[src/rtl/enq_pkt_desc_arb_if.sv]
// enq_pkt_desc_arb_if: per-port FIFO pop side plus downstream valid/ready descriptor channel
`ifndef ENQ_PKT_DESC_NBITS
`define ENQ_PKT_DESC_NBITS 64
`endif
interface enq_pkt_desc_arb_if #(
  parameter int NUM_PORTS  = 4,
  parameter int PORT_NBITS = 2,
  parameter int WIDTH      = `ENQ_PKT_DESC_NBITS
);
  logic [NUM_PORTS-1:0]       fifo_empty;
  logic [NUM_PORTS*WIDTH-1:0] fifo_dout;
  logic [NUM_PORTS-1:0]       fifo_rd;
  logic                       out_valid;
  logic [WIDTH-1:0]           out_desc;
  logic [PORT_NBITS-1:0]      out_src;
  logic                       out_ready;
  modport master (input fifo_empty, fifo_dout, out_ready, output fifo_rd, out_valid, out_desc, out_src);
  modport slave (output fifo_empty, fifo_dout, out_ready, input fifo_rd, out_valid, out_desc, out_src);
endinterface

[src/rtl/enq_pkt_desc_arb.sv]
// enq_pkt_desc_arb: round-robin burst scheduler draining per-port descriptor FIFOs into one valid/ready channel
`ifndef ENQ_PKT_DESC_NBITS
`define ENQ_PKT_DESC_NBITS 64
`endif
module enq_pkt_desc_arb #(
  parameter int NUM_PORTS  = 4,
  parameter int PORT_NBITS = 2,
  parameter int WIDTH      = `ENQ_PKT_DESC_NBITS,
  parameter int MAX_BURST  = 4
) (
  input  logic                clk,
  input  logic                rstn,
  input  logic                enable,
  enq_pkt_desc_arb_if.master  bus,
  output logic                busy,
  output logic [31:0]         desc_cnt
);
  typedef enum logic [1:0] {IDLE, SETTLE, POP, HOLD} state_t;
  state_t                state_q, state_d;
  logic [PORT_NBITS-1:0] grant_q, grant_d, rr_ptr_q, rr_ptr_d, out_src_q, out_src_d;
  logic [3:0]            burst_cnt_q, burst_cnt_d;
  logic                  out_valid_q, out_valid_d;
  logic [WIDTH-1:0]      out_desc_q, out_desc_d;
  logic [31:0]           desc_cnt_q, desc_cnt_d;
  // first requester at or after ptr, searching cyclically upward
  function automatic logic [PORT_NBITS-1:0] rr_pick(input logic [NUM_PORTS-1:0] req, input logic [PORT_NBITS-1:0] ptr);
    logic [PORT_NBITS-1:0] j;
    rr_pick = ptr;
    for (int i = NUM_PORTS - 1; i >= 0; i--) begin
      j = PORT_NBITS'((int'(ptr) + i) % NUM_PORTS);
      if (req[j]) rr_pick = j;
    end
  endfunction
  always_comb begin
    state_d     = state_q;
    grant_d     = grant_q;
    rr_ptr_d    = rr_ptr_q;
    burst_cnt_d = burst_cnt_q;
    out_valid_d = out_valid_q;
    out_desc_d  = out_desc_q;
    out_src_d   = out_src_q;
    desc_cnt_d  = desc_cnt_q;
    case (state_q)
      IDLE: if (enable && |(~bus.fifo_empty)) begin
        grant_d = rr_pick(~bus.fifo_empty, rr_ptr_q);
        state_d = SETTLE;
      end
      SETTLE: state_d = POP;
      POP: begin
        out_desc_d  = bus.fifo_dout[grant_q*WIDTH +: WIDTH];
        out_src_d   = grant_q;
        out_valid_d = 1'b1;
        burst_cnt_d = burst_cnt_q + 4'd1;
        state_d     = HOLD;
      end
      HOLD: if (bus.out_ready) begin
        out_valid_d = 1'b0;
        desc_cnt_d  = desc_cnt_q + 32'd1;
        if (enable && burst_cnt_q < 4'(MAX_BURST) && !bus.fifo_empty[grant_q]) state_d = POP;
        else begin
          rr_ptr_d    = (grant_q == PORT_NBITS'(NUM_PORTS - 1)) ? '0 : grant_q + 1'b1;
          burst_cnt_d = '0;
          state_d     = IDLE;
        end
      end
      default: state_d = IDLE;
    endcase
  end
  always_ff @(posedge clk) begin
    if (!rstn) begin
      state_q     <= IDLE;
      grant_q     <= '0;
      rr_ptr_q    <= '0;
      burst_cnt_q <= '0;
      out_valid_q <= 1'b0;
      out_desc_q  <= '0;
      out_src_q   <= '0;
      desc_cnt_q  <= '0;
    end else begin
      state_q     <= state_d;
      grant_q     <= grant_d;
      rr_ptr_q    <= rr_ptr_d;
      burst_cnt_q <= burst_cnt_d;
      out_valid_q <= out_valid_d;
      out_desc_q  <= out_desc_d;
      out_src_q   <= out_src_d;
      desc_cnt_q  <= desc_cnt_d;
    end
  end
  assign bus.fifo_rd   = (state_q == POP) ? NUM_PORTS'(1) << grant_q : '0;
  assign bus.out_valid = out_valid_q;
  assign bus.out_desc  = out_desc_q;
  assign bus.out_src   = out_src_q;
  assign busy          = state_q != IDLE;
  assign desc_cnt      = desc_cnt_q;
endmodule

[src/flat_wrapper.sv]
// flat-port wrapper written by rule: the top's interface ports become plain ports
module enq_pkt_desc_arb_flat 
#(
  parameter int NUM_PORTS  = 4,
  parameter int PORT_NBITS = 2,
  parameter int WIDTH      = `ENQ_PKT_DESC_NBITS,
  parameter int MAX_BURST  = 4
)
  (clk, rstn, enable, busy, desc_cnt, bus_fifo_empty, bus_fifo_dout, bus_out_ready, bus_fifo_rd, bus_out_valid, bus_out_desc, bus_out_src);
  enq_pkt_desc_arb_if #(.NUM_PORTS(NUM_PORTS), .PORT_NBITS(PORT_NBITS), .WIDTH(WIDTH)) bus_i ();
  input  logic clk;
  input  logic rstn;
  input  logic enable;
  output logic busy;
  output logic [31:0] desc_cnt;
  input wire logic [$bits(bus_i.fifo_empty)-1:0] bus_fifo_empty;
  input wire logic [$bits(bus_i.fifo_dout)-1:0] bus_fifo_dout;
  input wire logic [$bits(bus_i.out_ready)-1:0] bus_out_ready;
  output wire logic [$bits(bus_i.fifo_rd)-1:0] bus_fifo_rd;
  output wire logic [$bits(bus_i.out_valid)-1:0] bus_out_valid;
  output wire logic [$bits(bus_i.out_desc)-1:0] bus_out_desc;
  output wire logic [$bits(bus_i.out_src)-1:0] bus_out_src;
  assign bus_i.fifo_empty = bus_fifo_empty;
  assign bus_i.fifo_dout = bus_fifo_dout;
  assign bus_i.out_ready = bus_out_ready;
  assign bus_fifo_rd = bus_i.fifo_rd;
  assign bus_out_valid = bus_i.out_valid;
  assign bus_out_desc = bus_i.out_desc;
  assign bus_out_src = bus_i.out_src;
  enq_pkt_desc_arb #(.NUM_PORTS(NUM_PORTS), .PORT_NBITS(PORT_NBITS), .WIDTH(WIDTH), .MAX_BURST(MAX_BURST)) u_core (.clk(clk), .rstn(rstn), .enable(enable), .bus(bus_i), .busy(busy), .desc_cnt(desc_cnt));
endmodule
[config.mk]
export PLATFORM = sky130hd
export DESIGN_NAME = enq_pkt_desc_arb_flat
export DESIGN_NICKNAME = d
export VERILOG_FILES = /design/src/rtl/enq_pkt_desc_arb_if.sv /design/src/rtl/enq_pkt_desc_arb.sv /design/src/flat_wrapper.sv
export SDC_FILE = /design/constraint.sdc
export NUM_CORES = 1
export LEC_CHECK = 0
export CORE_AREA = 2 2 143 145
export DETAILED_ROUTE_END_ITERATION = 7
export DIE_AREA = 0 0 145 147
export HOLD_SLACK_MARGIN = 0.12
export PLACE_DENSITY = 0.68
export SKIP_CTS_REPAIR_TIMING = 1
export SLEW_MARGIN = 0
export SYNTH_ARGS = -nofsm -noshare
export SYNTH_HDL_FRONTEND = slang
export SYNTH_SLANG_ARGS = --single-unit
[constraint.sdc]
create_clock -name clk -period 3.4 [get_ports clk]
set_input_delay 1.02 -clock clk [delete_from_list [all_inputs] [get_ports clk]]
set_output_delay 1.02 -clock clk [all_outputs]
set_load 0.01 [all_outputs]
==> Word level (Yosys, flattened, before mapping) <==
Cells that the tools add are included.
{ "classes": {"addsub": 6, "n_lt_le_gt_ge": 6, "n_eq_ne": 7, "shift": 2, "mux": 25, "n_bitwise": 2, "n_reduce_logical": 14} }
{ "op_table": {"columns": ["cell", "count"], "rows": [
  ["256-bit by 9-bit variable part select with 64-bit output", 1],
  ["32-bit by 1-bit adder with 32-bit output, second input constant", 1],
  ["2-bit two-way mux", 8],
  ["2-bit by 3-bit less-than comparator with 1-bit output, second input constant", 5],
  ["4-bit two-way mux", 3],
  ["1-bit binary-select mux with 2-bit select", 5],
  ["2-bit case mux with 4 select lines", 1],
  ["4-bit case mux with 2 select lines", 1],
  ["2-bit AND reduction", 4],
  ["2-bit == test, second input constant", 3],
  ["1-bit two-way mux", 6],
  ["3-bit AND reduction", 2],
  ["2-bit by 1-bit adder with 2-bit output, second input constant", 2],
  ["2-bit adder, second input constant", 2],
  ["4-bit by 1-bit adder with 4-bit output, second input constant", 1],
  ["4-bit by 3-bit less-than comparator with 1-bit output, second input constant", 1],
  ["2-bit inequality test, second input constant", 2],
  ["4-bit NOT", 1],
  ["2-bit nonzero test", 2],
  ["4-bit OR reduction", 1],
  ["1-bit by 2-bit << shifter with 4-bit output, first input constant", 1],
  ["1-bit logical AND", 3],
  ["2-bit by 1-bit == test with 1-bit output, second input constant", 1],
  ["2-bit logical NOT", 1],
  ["other kinds (4)", 4]
]} }
{ "word_totals": {"regBits": 109, "input_bits": 264, "output_inout_bits": 104, "wordCells": 70} }

==> Logic depth before layout (Yosys ltp) <==
Gate-level depths: netlist of run 1.
{ "logic_depth": {"depth_word": 7, "depth_mapped": 7, "ltp_nobuf": 5} }

==> Worst setup path after synthesis of run 1 <==
No wires, ideal clock.
{ "synth_path": {"path_type": "register -> output", "startpoint": "reg u_core.grant_q[1]", "endpoint": "out bus_fifo_rd[0]", "t_arrival_ps": 1312, "required_ps": 2380, "setup_slack_ps": 1068, "path_stages_with_launch": 7, "n_path_buf": 3, "cell_sequence": "dfxtp_1 clkbuf_1 buf_2 buf_2 inv_1 ha_1 and2_1"} }
{ "synth_between": {"elab_chain_len": 2} }
{ "synth_rtl": {"columns": ["element", "line", "source"], "rows": [
  ["start: declaration", "enq_pkt_desc_arb.sv:20", "logic [PORT_NBITS-1:0] grant_q, grant_d, rr_ptr_q, rr_ptr_d, out_src_q, out_src_d;"],
  ["start signal: assignment", "enq_pkt_desc_arb.sv:81", "grant_q <= grant_d;"],
  ["1-bit by 2-bit << shifter with 4-bit output", "enq_pkt_desc_arb.sv:90", "assign bus.fifo_rd = (state_q == POP) ? NUM_PORTS'(1) << grant_q : '0;"],
  ["4-bit two-way mux", "enq_pkt_desc_arb.sv:90", null],
  ["end: declaration", "flat_wrapper.sv:19", "output wire logic [$bits(bus_i.fifo_rd)-1:0] bus_fifo_rd;"]
]} }
Every way passes these cells.

==> Final worst setup path of run 1 <==
{ "layout_path": {"startpoint": "reg u_core.grant_q[1]", "endpoint": "out bus_fifo_rd[1]"} }
Same word-level chain as after synthesis.

==> results of run 1 <==
## state kept, by name, indices dropped and copies added, names as in the netlist
name,cells
u_core.burst_cnt_q,4
u_core.bus.out_desc,64
u_core.bus.out_src,2
u_core.bus.out_valid,1
u_core.desc_cnt,32
u_core.grant_q,2
u_core.rr_ptr_q,2
u_core.state_q,2
## cell type report
cell class	count	share of cell area, %
timing repair buffer	376	37.2
tap	270	3.33
sequential	109	21.6
multi-input combinational	460	34.9
clock buffer	12	2.43
clock inverter	3	0.222
antenna	2	0.0493
inverter	8	0.308
## cell families after synthesis
logic type,count (synthesis)
muxes,69
DFF,109
adders and majority gates,6
AOI/OAI and AO/OA,123
and+or+nand+nor,252
buffers and inverters,59
xor gates and xnor gates,10
## metrics by stage
| step | total power [mW] | area, um2 | utilization, % | worst slack, ps | cells |
|---|---|---|---|---|---|
| 4_1_cts | 3.25 | 10100 | 51.1 | 480 | 1238 |
| 3_5_place_dp | 2.26 | 9870 | 49.8 | 401 | 1223 |
| 2_1_floorplan | 1.75 | 5960 | - | 1070 | 628 |
| 5_1_grt | 3.36 | 10100 | 51.1 | 391 | 1240 |
| 6_report | 3.20 | 10100 | 51.1 | 523 | 1240 |
| 3_3_place_gp | 2.25 | 9870 | 49.8 | 451 | 1223 |
## per-layer routing
layer	track usage (%)	part of all wire [%]	routed length, um	up-vias
met2	36.3	52	11300	189
met1	24.0	41	8890	2889
li1	-	-	-	2964
met5	0	0.18	40	-
met4	5.89	1.7	381	6
met3	5.03	5.4	1190	30
## worst max path at each step
stage                      startpoint  slack (ps)                  end
finish              u_core.grant_q[1]         520       bus_fifo_rd[1]
global route        u_core.state_q[1]         390       bus_fifo_rd[3]
CTS                 u_core.grant_q[1]         480       bus_fifo_rd[3]
detailed placement      bus_out_ready         400  u_core.desc_cnt[23]
global placement        bus_out_ready         450  u_core.desc_cnt[21]
floorplan           u_core.grant_q[1]        1070       bus_fifo_rd[0]
## worst max-delay path, stage by stage, from the launching register on
cell and delay [ps]:
dfxtp_4 580, inv_1 120, ha_1 200, and2_1 130
clkdlybuf4s50_1 480
## synth_stat cells (all sizes together), types with 2 or more instances
cell type | number | area share (%)
nand2 | 153 | 9.6
dfxtp | 109 | 37
a21oi | 92 | 7.7
mux4 | 65 | 25
clkbuf | 27 | 1.7
buf | 24 | 2.0
nand3 | 17 | 1.4
nor2 | 17 | 1.1
o31ai | 13 | 1.6
or4 | 13 | 1.6
o21ai | 12 | 1.0
nand4 | 10 | 1.3
inv | 8 | 0.50
or3 | 8 | 0.84
xor2 | 8 | 1.2
and2 | 7 | 0.73
and3 | 6 | 0.63
and4 | 6 | 0.97
ha | 6 | 1.3
mux2i | 4 | 0.67
nand2b | 4 | 0.42
nand3b | 3 | 0.38
nor2b | 2 | 0.21
xnor2 | 2 | 0.29
## report_power, final
group          switching [mW]  total (mW)  internal [mW]
Clock                   0.463       0.979          0.516
Sequential             0.0442        1.38           1.33
Combinational           0.303       0.845          0.542
==> flow_summary.yaml, run 1 <==
drt:
  wl_per_cell_um: 17.6
  dr.pass1.iters: 4
  drc: 0
  wl_mm: 21.8
  detail_route.iter0.violations: 237
  vias_per_cell: 4.90
  route.vias.total: 6078
  detail-route-antenna-nets: 0
logic_synthesis:
  synth_edf_count: 0
  yosysWarnings: 0
  ys_types: 42
  synth-simple-area-share_pct: 20.0
  synth_compound_area_share_pct: 11.2
  synth_ff_type: "dfxtp_1"
  syn_avg_cell_area_um2: 9.49
  synth.cell_area_um2: 5960
  synth_xor_area_share_pct: 1.47
  synthAdderAreaFrac_pct: 1.26
  synthMuxAreaShare_pct: 25.2
  yosysSeqAreaShare_pct: 36.6
  synth_top_family_by_area: "multiplexers"
  async_reset_ff_share_pct: 0
  syn_inst: 628
  syn_nets: 898
  ys_ff_latch: 109
worst_setup_path:
  worst_setup_path_start_kind: "register"
  r2r-start: "u_core.grant_q[1]"
  reg2regPathDepth: 5
  rrSetupSlack_ps: 1050
  worstPathArrival_ps: 1860
  critPathCaptureType: "output port"
  crit_type: "register to output port"
  rr_endpoint: "u_core.burst_cnt_q[2]"
  path_max_fanout: 25
  required_ps: 2380
timing:
  relSlewSlack_pct: 45.9
  skew_ps: 6.99
  whs_ps: 454
  hold_viol_final: 0
  grt_setup_unrepaired: "no"
  fin_tns_setup_ps: 0
  worst_pin_slew_ps: 811
  period_share_pct: 84.6
  drv_slew: 0
  period_minus_slack_ps: 2880
  setup_viol: 0
  timing.fmax_mhz: 348
cts:
  clock_sinks: 109
  numCtsBuffers: 9
  worstSkewPairLatency_ps: 350
  h-tree-depth: 3
  path_clk_slew_ps: 70
  clock_path_buffers: 2
  cts_root_buf: "clkbuf_16"
  cts_tree: "built"
place:
  dp_hpwl_mm: 17.5
  numPortBuffers: 367
  gp_congestion: 0.793
die:
  fp.coreArea_um2: 19800
  initial_core_util_pct: 30.0
  rows: 52
  dieArea_um2: 21300
  io_pins: 368
  die_height_um: 147
  die_w_um: 145
cells_and_area:
  regArea_um2: 2190
  mostFrequentLayoutCell: "clkdlybuf4s50_1"
  layout_common_cells: "clkdlybuf4s50_1 (367), nand2_1 (153), dfxtp_1 (107)"
  finish.net_count: 1234
  drive_gt1_share_pct: 10.1
  area_delta_synth_final_pct: 70.3
  fillers: 1857
  multi_input_area_um2: 3540
grt:
  grtUsageTotal_pct: 20.2
  grt_overflow: 0
  antenna_found_initial: 5
  grt_pass1_vias: 5960
  grt_pass1_wl_mm: 33.6
  grt_start_max_net_pins: 65
min_path:
  hold_end: "u_core.bus.out_desc[46]"
  hold_depth: 2
  hp-start: "u_core.bus.out_desc[46]"
  min_path_type: "register to register"
pwr:
  power_leakage_nw: 3.37
  worst_ir_drop_vdd_mv: 0.179
  power_density_nw_per_um2: 315
status:
  status: "finished clean"
job:
  maxCapViolCount: 0
Power figures use the tool's default switching activity.
==> run 2, diff against run 1 <==
Settings changed: CORE_AREA 2 2 143 145 to 2 2 144 146, DIE_AREA 0 0 145 147 to 0 0 146 148, PLACE_DENSITY 0.68 to 0.7.
Clock period 3.4 ns to 2.4 ns, I/O delays scaled along.
==> run 2 against run 1 <==
Die area rose by 1.4%. Hold slack barely moved. Cell count rose by 2.5%. Wire length rose by 5.4%. Clock power rose by 44%. First-iteration DRC count fell by 7.6%. Sequential power rose by 40%. Count of clock-buffer cells in the layout fell by 1. Combinational power rose by 48%. Via count rose by 3.5%.
==> flow_summary.yaml, run 2 (same netlist as run 1, synthesis figures left out) <==
grt:
  grt_pass1_vias: 6142
  grt_overflow: 0
  antenna_found_initial: 3
  grtUsageTotal_pct: 20.7
  grt_pass1_wl_mm: 34.7
  grt_start_max_net_pins: 60
timing:
  hold_viol_final: 0
  whs_ps: 454
  relSlewSlack_pct: 56.4
  setup_viol: 0
  worst_pin_slew_ps: 654
  period_share_pct: 98.5
  timing.fmax_mhz: 423
  drv_slew: 0
  grt_setup_unrepaired: "no"
  skew_ps: 10.6
  fin_tns_setup_ps: 0
  period_minus_slack_ps: 2360
cts:
  h-tree-depth: 3
  worstSkewPairLatency_ps: 350
  clock_sinks: 109
  clock_path_buffers: 2
  cts_root_buf: "clkbuf_16"
  cts_tree: "built"
  numCtsBuffers: 9
  path_clk_slew_ps: 70
die:
  initial_core_util_pct: 29.7
  io_pins: 368
  fp.coreArea_um2: 20000
  dieArea_um2: 21600
  rows: 52
  die_w_um: 146
  die_height_um: 148
place:
  numPortBuffers: 367
  gp_congestion: 0.860
  dp_cells: 1247
  dp_hpwl_mm: 18.4
cells_and_area:
  largest_reg_flops: 64
  area_delta_synth_final_pct: 74.2
  fillers: 1899
  mostFrequentLayoutCell: "clkdlybuf4s50_1"
  multi_input_area_um2: 3540
  fin_util_pct: 51.8
  fin_cells: 1271
  regArea_um2: 2190
  finish.net_count: 1264
  layout_common_cells: "clkdlybuf4s50_1 (364), nand2_1 (153), dfxtp_1 (107)"
  drive_gt1_share_pct: 12.9
drt:
  vias_per_cell: 4.95
  route.vias.total: 6290
  drc: 0
  wl_mm: 23.0
  detail_route.iter0.violations: 219
  dr.pass1.iters: 5
  detail-route-antenna-nets: 0
  wl_per_cell_um: 18.1
worst_setup_path:
  r2r-start: "u_core.desc_cnt[5]"
  rrSetupSlack_ps: 530
  worst_setup_path_start_kind: "register"
  required_ps: 1680
  reg2regPathDepth: 4
  critPathCaptureType: "output port"
  path_max_fanout: 7
  rr_endpoint: "u_core.desc_cnt[28]"
  worstPathArrival_ps: 1640
  crit_type: "register to output port"
min_path:
  hp-start: "u_core.bus.out_desc[28]"
  hold_end: "u_core.bus.out_desc[28]"
  hold_depth: 2
  min_path_type: "register to register"
job:
  maxCapViolCount: 0
pwr:
  power_leakage_nw: 3.57
  power_density_nw_per_um2: 443
  finalPower_mw: 4.60
  worst_ir_drop_vdd_mv: 0.272
status:
  status: "finished clean"
run 2: cell types whose count changed in the layout (fill, tap and decap cells not counted):
cell | before | now
buf_4 | 6 | 36
clkdlybuf4s50_1 | 367 | 364
dlymetal6s2s_1 | 0 | 3
clkinvlp_4 | 0 | 2
clkbuf_8 | 1 | 0
run 2: how the worst max path moves through the flow:
stage	from	endpoint	slack, ps	cells past startpoint
2_1_floorplan	u_core.grant_q[1]	bus_fifo_rd[0]	370	6
3_3_place_gp	bus_out_ready	u_core.desc_cnt[14]	-8	7
3_5_place_dp	bus_out_ready	u_core.desc_cnt[12]	-90	7
4_1_cts	u_core.grant_q[0]	bus_fifo_rd[0]	-70	4
5_1_grt	u_core.grant_q[0]	bus_fifo_rd[0]	0.3	4
6_report	u_core.state_q[1]	busy	40	3
run 2: worst max-delay path: stages (launching register included):
cell             delay (ps)
dfxtp_1                 320
buf_4                   150
or2_2                   300
clkdlybuf4s50_1         520
run 2: area by class of cell:
class | count | area share (%)
antenna | 2 | 0.0482
clock inverter | 5 | 0.362
inverter | 8 | 0.301
clock buffer | 11 | 2.24
multi-input combinational | 460 | 34.1
timing repair buffer | 406 | 38.6
tap | 270 | 3.25
sequential | 109 | 21.1
run 2: power breakdown:
group | switching, mW | internal (mW) | leakage [nW]
Clock | 0.703 | 0.709 | 0.126
Sequential | 0.0442 | 1.89 | 0.885
Combinational | 0.460 | 0.795 | 2.55
run 2: through the flow:
step	worst slack [ps]	area, um2
final	36.9	10400
after global routing	0.300	10400
after CTS	-65.2	10300
after detailed placement	-92.5	10100
after global placement	-7.86	10100
after floorplan	368	5960
run 2: layer usage:
| layer | up-vias | part of all wire (%) | global-route usage (%) | routed length (um) |
|---|---|---|---|---|
| met5 | - | 0 | 0 | 0 |
| met4 | 0 | 2.1 | 7.33 | 472 |
| met3 | 28 | 6.2 | 4.78 | 1420 |
| met2 | 225 | 52 | 36.7 | 12000 |
| met1 | 3010 | 39 | 24.7 | 9040 |
| li1 | 3027 | - | - | - |
==> run 3, diff against run 2 <==
Settings changed: MAX_ROUTING_LAYER from default to met4.
==> run 3 against run 2 <==
The run now fails in detailed routing. Global-route usage rose by 0.65 points. Synthesized cell count did not move. Synthesized area did not move.
==> flow_summary.yaml, run 3 <==
grt:
  antenna_found_initial: 3
  grt_start_max_net_pins: 60
  grtUsageTotal_pct: 21.4
  grt_overflow: 0
  grt_pass1_wl_mm: 34.7
  grt_pass1_vias: 6156
timing:
  worst-ep-kind: "output port"
  crit_endpoint: "busy"
place:
  dp_hpwl_mm: 18.4
  numPortBuffers: 367
  gp_congestion: 0.874
logic_synthesis:
  ys_types: 42
  yosysWarnings: 0
  synth_top_cell_by_area: "dfxtp_1"
  syn_inst: 628
  synth_most_common_cell: "nand2_1"
  syn_avg_cell_area_um2: 9.49
  yosysSeqAreaShare_pct: 36.6
  ys_ff_latch: 109
  async_reset_ff_share_pct: 0
  synth.top_cells.by_count: "nand2_1 (153), dfxtp_1 (109), a21oi_1 (92)"
  synth_top_area_share_pct: 36.6
  synth.area.top_cells: "dfxtp_1 (37%), mux4_2 (25%), nand2_1 (9.6%)"
  synth_edf_count: 0
  syn_nets: 898
  synth.cell_area_um2: 5960
  synth_ff_type: "dfxtp_1"
die:
  rows: 52
  io_pins: 368
  die_w_um: 146
  die_height_um: 148
  initial_core_util_pct: 29.7
status:
  status: "stopped before the end"
  stop_stage: "detailed routing"
  error: "[ERROR DRT-0255] Maze Route cannot find path of net clk in worker of routeBox ( 96600 0 ) ( 146000 48300 )."
cts:
  h-tree-depth: 3
  clock_sinks: 109
  numCtsBuffers: 9
  clock_path_buffers: 2
  cts_root_buf: "clkbuf_16"
==> run 3: through the flow <==
step                      area, um2  setup slack, ps  instances
after global routing          10400            0.365       1272
after floorplan                5960              368        628
after detailed placement      10100            -92.5       1247
after CTS                     10300            -65.2       1263
after global placement        10100            -7.86       1247
==> run 3: cells by family after synthesis <==
logic type               synth area share [%]
flip-flops                               36.6
multiplexers                             25.2
XOR/XNOR                                 1.47
buffers and inverters                    4.20
AND/OR/NAND/NOR                          20.0
adder cells (fa/ha/maj)                  1.26
AO/OA/AOI/OAI                            11.2
==> run 3: layer usage <==
layer  global-route usage (%)
met5                        -
met3                     4.63
met2                     36.9
met4                     7.33
met1                     24.7
==> run 4, diff against run 3 <==
Settings changed: CORE_AREA 2 2 144 146 to default, CORE_MARGIN from default to 1.5, CORE_UTILIZATION from default to 26, DIE_AREA 0 0 146 148 to default, HOLD_SLACK_MARGIN 0.12 to default, MAX_ROUTING_LAYER met4 to default, PLACE_DENSITY 0.7 to default, PLACE_DENSITY_LB_ADDON from default to 0.15.
Clock period 2.4 ns to 3.1 ns, I/O delays scaled along.
==> run 4 against run 3 <==
Global-route usage shrank 1.8 points. The run now ends clean.
==> flow_summary.yaml, run 4 (same netlist as run 1, synthesis figures left out) <==
cells_and_area:
  multi_input_area_um2: 3540
  final_cell_area_um2: 10200
  area_delta_synth_final_pct: 71.7
  drive_gt1_share_pct: 10.7
  fillers: 2229
  mostFrequentLayoutCell: "clkdlybuf4s50_1"
  layout_common_cells: "clkdlybuf4s50_1 (367), nand2_1 (153), dfxtp_1 (107)"
  regArea_um2: 2190
  finish.net_count: 1239
  largest_reg_flops: 64
  fin_cells: 1266
pwr:
  power_frac_comb_pct: 25.8
  power_density_nw_per_um2: 354
  netSwitchingPower_mw: 0.918
  clockPowerShare_pct: 32.7
  finalPower_mw: 3.62
  worst_ir_drop_vdd_mv: 0.219
  sw_frac_of_total_pct: 25.3
  power_leakage_nw: 3.40
  seqPwrFrac_pct: 41.5
  internal-power_mw: 2.71
drt:
  wl_per_cell_um: 18.4
  wl_mm: 23.2
  vias_per_cell: 4.84
  detail_route.iter0.violations: 312
  dr.pass1.iters: 4
  drc: 0
  route.vias.total: 6130
  detail-route-antenna-nets: 0
worst_setup_path:
  path_max_fanout: 8
  crit_type: "register to output port"
  worst_setup_path_start_kind: "register"
  path_cells: "nor2b_4, and2_1, clkdlybuf4s50_1"
  critPathCaptureType: "output port"
  crit_slowest_cell: "clkdlybuf4s50_1"
  worstPathArrival_ps: 1830
  slowest_delay_ps: 580
  required_ps: 2170
timing:
  setup_viol: 0
  period_share_pct: 88.9
  grt_setup_unrepaired: "no"
  drv_slew: 0
  hold_viol_final: 0
  fin_tns_setup_ps: 0
  worst_pin_slew_ps: 923
  skew_ps: 8.43
  period_minus_slack_ps: 2760
  timing.fmax_mhz: 363
  relSlewSlack_pct: 38.5
cts:
  cts_root_buf: "clkbuf_16"
  clock_sinks: 109
  worstSkewPairLatency_ps: 350
  clock_path_buffers: 2
  numCtsBuffers: 9
  h-tree-depth: 3
  cts_tree: "built"
  path_clk_slew_ps: 70
place:
  dp_hpwl_mm: 18.4
  numPortBuffers: 367
  post_dp_cell_area_um2: 9920
  gp_congestion: 0.792
  dp_cells: 1243
status:
  status: "finished clean"
job:
  maxCapViolCount: 0
grt:
  grt_start_max_net_pins: 65
  grt_overflow: 0
  grt_pass1_wl_mm: 35.5
  grtUsageTotal_pct: 19.6
  grt_pass1_vias: 6178
  antenna_found_initial: 7
die:
  die_w_um: 154
  fp.coreArea_um2: 22600
  rows: 55
  die_height_um: 154
  dieArea_um2: 23800
  io_pins: 368
  initial_core_util_pct: 26.4
min_path:
  min_path_type: "register to register"
==> run 4: per-layer routing <==
layer  global-route usage (%)  vias up  routed length, um
li1                         -     2980                  -
met1                     21.9     2924               8910
met2                     35.3      196              12300
met3                     5.77       28               1500
met4                     7.10        2                556
met5                        0        -                 13
==> run 4: worst max-delay path: cells and delay by family, from the launching register on <==
kind | cells | cell delay, ps
flops | 1 | 480
buf+inv | 1 | 580
simple gates | 2 | 400
==> run 4: through the flow <==
stage                     hold slack, ps  worst slack (ps)  utilization (%)
after global placement               440               291             43.9
final                                454               345             45.3
after global routing                 471               249             45.3
after floorplan                      466               858                -
after detailed placement             446               236             43.9
after CTS                            455               307             45.2
==> run 4: path summary, 6_finish.rpt <==
kind | to | startpoint | depth (start not counted) | slack (ps)
setup reg to reg | u_core.bus.out_desc[24] | u_core.grant_q[0] | 4 | 1090
hold / removal | u_core.bus.out_desc[62] | u_core.bus.out_desc[62] | 2 | 450
hold reg to reg | u_core.bus.out_desc[62] | u_core.bus.out_desc[62] | 2 | 450
setup / recovery | bus_fifo_rd[2] | u_core.state_q[1] | 3 | 340
==> run 4: layout make-up <==
| type | count | area share, % |
|---|---|---|
| inverter | 8 | 0.306 |
| tap | 285 | 3.49 |
| clock inverter | 4 | 0.465 |
| sequential | 109 | 21.4 |
| antenna | 7 | 0.171 |
| clock buffer | 12 | 2.41 |
| timing repair buffer | 381 | 37.2 |
| multi-input combinational | 460 | 34.6 |
==> run 4: power groups by stage <==
stage	clock [mW]	combinational, mW	sequential, mW
after floorplan	0	0.368	1.55
after global placement	0	0.947	1.53
after detailed placement	0	0.948	1.53
after CTS	1.23	0.950	1.50
after global routing	1.29	1.01	1.51
final	1.18	0.936	1.50
